File: src/rtl/miter_pkg.sv
// Shared types for the GM/FM miter sequencer: FSM state encoding.
package miter_pkg;

    typedef enum logic [2:0] {
        IDLE    = 3'd0,
        FETCH_A = 3'd1,
        FETCH_B = 3'd2,
        APPLY   = 3'd3,
        SETTLE  = 3'd4,
        EMIT    = 3'd5,
        DONE    = 3'd6
    } state_e;

endpackage

File: src/rtl/miter_settle_cnt.sv
// Settle timer: loaded when operands are applied, flags expiry after LATENCY cycles in SETTLE.
// Latency: expired_o is registered; backpressure: none (counter only counts when en_i).
module miter_settle_cnt #(
    parameter int LATENCY = 0
) (
    input  logic clock,
    input  logic reset_n,
    input  logic load_i,
    input  logic en_i,
    output logic expired_o
);

    localparam int CW = (LATENCY > 1) ? $clog2(LATENCY) : 1;
    // Holding LATENCY-1 on entry gives exactly LATENCY cycles spent in SETTLE.
    localparam logic [CW-1:0] LOAD_VAL = CW'((LATENCY > 0) ? LATENCY - 1 : 0);

    logic [CW-1:0] cnt_q, cnt_d;

    always_comb begin
        cnt_d = cnt_q;
        if (load_i) begin
            cnt_d = LOAD_VAL;
        end else if (en_i && (cnt_q != '0)) begin
            cnt_d = cnt_q - CW'(1);
        end
    end

    always_ff @(posedge clock or negedge reset_n) begin
        if (!reset_n) begin
            cnt_q <= '0;
        end else begin
            cnt_q <= cnt_d;
        end
    end

    assign expired_o = (cnt_q == '0);

endmodule

File: src/rtl/miter_sequencer.sv
// Fetches operand pairs, drives both CUT copies, compares GM/FM results and streams records.
// Latency 4+CUT_LATENCY cycles per vector; record held stable while rec_ready_i is low.
module miter_sequencer
    import miter_pkg::*;
#(
    parameter int OPERAND_PRECISION = 16,
    parameter int RESULT_PRECISION  = 32,
    parameter int TOTAL_OPERS       = 1024,
    parameter int CUT_LATENCY       = 0,
    parameter int ADDR_W            = $clog2(TOTAL_OPERS),
    parameter int CNT_W             = 16
) (
    input  logic                         clock,
    input  logic                         reset_n,
    input  logic                         start_i,
    input  logic                         stop_on_mismatch_i,
    output logic                         mem_rd_o,
    output logic [ADDR_W-1:0]            mem_addr_o,
    input  logic [OPERAND_PRECISION-1:0] mem_data_i,
    output logic [OPERAND_PRECISION-1:0] operand_a_o,
    output logic [OPERAND_PRECISION-1:0] operand_b_o,
    input  logic [RESULT_PRECISION-1:0]  gm_result_i,
    input  logic [RESULT_PRECISION-1:0]  fm_result_i,
    output logic                         rec_valid_o,
    input  logic                         rec_ready_i,
    output logic [ADDR_W-1:0]            rec_index_o,
    output logic [RESULT_PRECISION-1:0]  rec_golden_o,
    output logic [RESULT_PRECISION-1:0]  rec_computed_o,
    output logic                         rec_mismatch_o,
    output logic                         busy_o,
    output logic                         done_o,
    output logic [CNT_W-1:0]             mismatch_count_o,
    output logic [ADDR_W-1:0]            first_mm_idx_o
);

    localparam int NVEC = TOTAL_OPERS / 2;
    localparam logic [ADDR_W-1:0] LAST_IDX = ADDR_W'(NVEC - 1);

    if (TOTAL_OPERS % 2 != 0) begin : g_odd_opers
        $error("miter_sequencer: TOTAL_OPERS must be even");
    end

    typedef struct packed {
        logic [ADDR_W-1:0]           index;
        logic [RESULT_PRECISION-1:0] golden;
        logic [RESULT_PRECISION-1:0] computed;
        logic                        mismatch;
    } miter_rec_t;

    state_e                         state_q, state_d;
    logic [ADDR_W-1:0]              idx_q, idx_d;
    logic [OPERAND_PRECISION-1:0]   op_a_q, op_a_d;
    logic [OPERAND_PRECISION-1:0]   op_b_q, op_b_d;
    miter_rec_t                     rec_q, rec_d;
    logic [CNT_W-1:0]               count_q, count_d;
    logic [ADDR_W-1:0]              first_mm_q, first_mm_d;
    logic                           settle_load;
    logic                           settle_expired;
    logic                           sample;

    miter_settle_cnt #(
        .LATENCY (CUT_LATENCY)
    ) u_settle_cnt (
        .clock     (clock),
        .reset_n   (reset_n),
        .load_i    (settle_load),
        .en_i      (state_q == SETTLE),
        .expired_o (settle_expired)
    );

    always_comb begin
        state_d     = state_q;
        idx_d       = idx_q;
        op_a_d      = op_a_q;
        op_b_d      = op_b_q;
        rec_d       = rec_q;
        count_d     = count_q;
        first_mm_d  = first_mm_q;
        mem_rd_o    = 1'b0;
        mem_addr_o  = '0;
        settle_load = 1'b0;
        sample      = 1'b0;

        case (state_q)
            IDLE, DONE: begin
                if (start_i) begin
                    state_d    = FETCH_A;
                    idx_d      = '0;
                    count_d    = '0;
                    first_mm_d = '0;
                end
            end
            FETCH_A: begin
                mem_rd_o   = 1'b1;
                mem_addr_o = idx_q << 1;
                state_d    = FETCH_B;
            end
            FETCH_B: begin
                op_a_d     = mem_data_i;
                mem_rd_o   = 1'b1;
                mem_addr_o = (idx_q << 1) | ADDR_W'(1);
                state_d    = APPLY;
            end
            APPLY: begin
                // b goes to the CUT straight from the memory this cycle, so a
                // combinational CUT can be sampled at the end of APPLY.
                op_b_d      = mem_data_i;
                settle_load = 1'b1;
                if (CUT_LATENCY == 0) begin
                    sample  = 1'b1;
                    state_d = EMIT;
                end else begin
                    state_d = SETTLE;
                end
            end
            SETTLE: begin
                if (settle_expired) begin
                    sample  = 1'b1;
                    state_d = EMIT;
                end
            end
            EMIT: begin
                if (rec_ready_i) begin
                    if (rec_q.mismatch) begin
                        if (count_q == '0) begin
                            first_mm_d = rec_q.index;
                        end
                        if (count_q != '1) begin
                            count_d = count_q + CNT_W'(1);
                        end
                    end
                    if ((idx_q == LAST_IDX) || (stop_on_mismatch_i && rec_q.mismatch)) begin
                        state_d = DONE;
                    end else begin
                        idx_d   = idx_q + ADDR_W'(1);
                        state_d = FETCH_A;
                    end
                end
            end
            default: state_d = IDLE;
        endcase

        if (sample) begin
            rec_d.index    = idx_q;
            rec_d.golden   = gm_result_i;
            rec_d.computed = fm_result_i;
            // Case inequality so an X/Z on either result reads as a mismatch.
            rec_d.mismatch = (gm_result_i !== fm_result_i);
        end
    end

    always_ff @(posedge clock or negedge reset_n) begin
        if (!reset_n) begin
            state_q    <= IDLE;
            idx_q      <= '0;
            op_a_q     <= '0;
            op_b_q     <= '0;
            rec_q      <= '0;
            count_q    <= '0;
            first_mm_q <= '0;
        end else begin
            state_q    <= state_d;
            idx_q      <= idx_d;
            op_a_q     <= op_a_d;
            op_b_q     <= op_b_d;
            rec_q      <= rec_d;
            count_q    <= count_d;
            first_mm_q <= first_mm_d;
        end
    end

    assign operand_a_o      = op_a_q;
    assign operand_b_o      = (state_q == APPLY) ? mem_data_i : op_b_q;
    assign rec_valid_o      = (state_q == EMIT);
    assign rec_index_o      = rec_q.index;
    assign rec_golden_o     = rec_q.golden;
    assign rec_computed_o   = rec_q.computed;
    assign rec_mismatch_o   = rec_q.mismatch;
    assign busy_o           = (state_q != IDLE) && (state_q != DONE);
    assign done_o           = (state_q == DONE);
    assign mismatch_count_o = count_q;
    assign first_mm_idx_o   = first_mm_q;

endmodule
File: config.mk
export PLATFORM = sky130hd
export DESIGN_NAME = miter_sequencer
export DESIGN_NICKNAME = d
export VERILOG_FILES = /design/src/rtl/miter_pkg.sv /design/src/rtl/miter_settle_cnt.sv /design/src/rtl/miter_sequencer.sv
export SDC_FILE = /design/constraint.sdc
export NUM_CORES = 1
export LEC_CHECK = 0
export ABC_AREA = 1
export CORE_ASPECT_RATIO = 1.5
export CORE_MARGIN = 2
export CORE_UTILIZATION = 42
export DETAILED_ROUTE_END_ITERATION = 8
export GPL_TIMING_DRIVEN = 0
export PLACE_DENSITY = 0.8
export SLEW_MARGIN = 25
export SYNTH_ARGS = -nofsm -noshare
export SYNTH_HDL_FRONTEND = slang
export SYNTH_SLANG_ARGS = --single-unit
File: constraint.sdc
create_clock -name clock -period 1.55 [get_ports clock]
set_input_delay 0.31 -clock clock [delete_from_list [all_inputs] [get_ports clock]]
set_output_delay 0.31 -clock clock [all_outputs]
set_load 0.01 [all_outputs]
==> results_dict.tcl <==
set metrics [dict create \
    finalCritPeriodShare_pct 130.6 \
    cts_tree "done" \
    yosys_warnings 0 \
    post-route-min-period_ps 2025 \
    design_area_um2 11870 \
    grt_usage_pct 25.48 \
    grt_pass1_wl_mm 34.15 \
    clock-sinks 147 \
    whs_ps 410.3 \
    end_kind "primary output" \
    syn2layout_area_growth_pct 72.57 \
    yosys_most_used_dff "dfrtp_1" \
    stdcell_count 1404 \
    ir_worst_vdd_mv 1.189 \
    syn_inst 870 \
    skew_ps 12.44 \
    setup_viol 144 \
    ys_async_sr_fraction_pct 100.0 \
    gp_congestion 0.8901 \
    tightest_slew_ps 516.5 \
    drc_errors 0 \
    hold_viol 0 \
    ys_types 27 \
    drt_iter0_markers 424 \
    drt-vias-per-instance 5.158 \
    cp_top_family "flip-flops" \
    start_util_pct 42.67 \
    synth-seq-area-share_pct 53.48 \
    cts_made_buffers 17 \
    cts.htree.levels 4 \
    cts.reportedPaths.clkPinSlew_ps 70 \
    p_per_area_nw_per_um2 2022 \
    num_rows 57 \
    fillers 1130 \
    io_buffers 231 \
    fin_ws_ps -474.8 \
    crit_path_cell_trace "nand2_4, inv_2, nor3_4, buf_12, clkinv_8, nor2_4, buf_6" \
    firstDrtPassIters 5 \
    worstSetupPathType "reg -> out" \
    critPathBufInv 4 \
    multi_input_area_um2 3348 \
    syn-num-nets 958 \
    fmax_mhz 493.9 \
    place_area_um2 9487 \
    chipHeight_um 160.7 \
    grt_max_degree 84 \
    num_vias 7242 \
    clk_latency_ps 430 \
    slowest_stage "dfrtp_2" \
    worst-path-stages 7 \
    synth_edf_count 0 \
    leakagePower_nw 6.514 \
    cts_root_buffer "clkbuf_16" \
    worstPathRequired_ps 1240 \
    drive_gt1_share_pct 27.63 \
    crit_path_start "state_q[1]" \
    slew_headroom_pct 65.57 \
    dp.cells 1308 \
    ant_nets 0 \
    drt_wl_total_mm 25.07 \
    die_area_um2 17440 \
    die_x_um 108.5 \
    synthesis.area_um2 6878 \
    grt-ovfl-total 0 \
    cpPeakStageDelay_ps 480 \
    coreArea_um2 16120 \
    hpwl_mm 15.50 \
    arrival_ps 1710 \
    grt_pass1_vias 6787 \
    syn_avg_cell_area_um2 7.906 \
    violations "setup timing" \
    synth-seq-cells 147 \
    r2r_cells 12 \
    hold_class "in -> async" \
    drv_slew 0 \
    nNetsFinal 1273 \
    num_antenna_cells 0 \
    maxCapViolCount 0 \
    clk_path_buf_depth 2 \
    worstPathMaxFanout 5 \
    rsz0062_at_grt "yes" \
    seq_area_um2 3697 \
    r2r_start "state_q[1]" \
    worstSetupStartpointType "register" \
    routedWlPerCell_um 17.86 \
    io-pin-count 232 \
    antenna_found_initial 0 \
    status "finished with violations" \
]
area by class of cell:
type | count | share of cell area [%]
Inverter | 83 | 2.941
Sequential cell | 147 | 31.15
Buffer | 31 | 3.394
Timing Repair inverter | 2 | 0.2003
Clock inverter | 14 | 1.170
Multi-Input combinational cell | 609 | 28.21
Clock buffer | 18 | 3.616
Timing Repair Buffer | 294 | 27.15
Tap cell | 206 | 2.172
flip-flops by register name, summed over array words and instances, names as in the netlist:
signal              flops
rec_golden_o           32
state_q                 3
op_b_q                 16
rec_mismatch_o          1
rec_computed_o         32
idx_q                  10
mismatch_count_o       16
u_settle_cnt.cnt_q      1
first_mm_idx_o         10
operand_a_o            16
rec_index_o            10
where the power goes:
group,switching (mW),internal (mW),leakage (nW)
Clock,1.88,2.13,0.280
Sequential,1.01,5.23,1.86
Combinational,6.90,6.84,4.37
cells in the mapped netlist (7+ instances only):
| cell | number | area share, % |
|---|---|---|
| nor2_1 | 54 | 2.9 |
| xnor2_1 | 21 | 2.7 |
| xor2_1 | 7 | 0.89 |
| nand2_1 | 367 | 20 |
| clkbuf_1 | 12 | 0.65 |
| buf_2 | 11 | 0.80 |
| dfrtp_1 | 147 | 53 |
| o21ai_0 | 60 | 4.4 |
| inv_1 | 79 | 4.3 |
| nand3_1 | 25 | 1.8 |
| nand4_1 | 9 | 0.82 |
| buf_6 | 7 | 1.1 |
| o21ai_1 | 35 | 2.5 |
| nor3_1 | 8 | 0.58 |
logic make-up (layout without fill, tap and decap cells):
family                   count (synthesis)  count (layout)  synth area share, %
AND/OR/NAND/NOR                        478             478                27.72
flip-flops                             147             147                53.48
buffers and inverters                  114             442                7.240
AO/OA/AOI/OAI                          100             100                7.441
XOR/XNOR                                28              28                3.566
adder cells (fa/ha/maj)                  3               3               0.5458
per-stage QoR:
stage	worst slack [ps]	total power [mW]	setup TNS (ps)	utilization, %
5_1_grt	-506.5	25.09	-54490	73.64
4_1_cts	-431.4	20.63	-43330	65.87
3_5_place_dp	-762.9	14.76	-47310	58.86
6_report	-474.8	24.00	-46870	73.64
2_1_floorplan	10.29	10.05	0	-
3_3_place_gp	-5928	14.56	-913320	58.66
metal layers:
metal	wire (um)	up-vias	global-route usage [%]
li1	-	3337	-
met1	8715	3525	27.97
met2	13760	293	44.94
met3	1481	87	6.006
met4	1113	0	13.00
met5	0	-	0
final timing paths:
check,endpoint,slack (ps)
setup / recovery,mem_addr_o[7],-470
hold / removal,rec_computed_o[6],410
setup reg to reg,idx_q[6],-440
hold reg to reg,op_b_q[13],470
max in group asynchronous,state_q[1],310
min in group clock,op_b_q[9],460
timing repair:
| item | CTS | global route |
|---|---|---|
| buffers inserted | 27 | 19 |
| resized for setup | 299 | 307 |
| gates cloned | 5 | 12 |
| setup endpoints to repair | 261 | 230 |
| hold endpoints to repair | 64 | 0 |
| pin swaps | 7 | 16 |
| hold buffers | 1 | 0 |
layout by cell type (no fill, tap or decap), drive strengths merged:
cell type | Yosys | layout
nand2 | 371 | 371
dfrtp | 147 | 147
buf | 19 | 106
o21ai | 96 | 96
inv | 82 | 89
clkdlybuf4s50 | 0 | 83
dlymetal6s2s | 0 | 70
nor2 | 58 | 58
dlygate4sd2 | 0 | 47
clkbuf | 12 | 36
nand3 | 26 | 26
xnor2 | 21 | 21
nand4 | 9 | 9
nor3 | 9 | 9
clkinv | 1 | 9
xor2 | 7 | 7
a21oi | 4 | 4
nand3b | 3 | 3
ha | 3 | 3
or2 | 2 | 2
clkinvlp | 0 | 1
dlygate4sd3 | 0 | 1
Power figures use the tool's default switching activity.
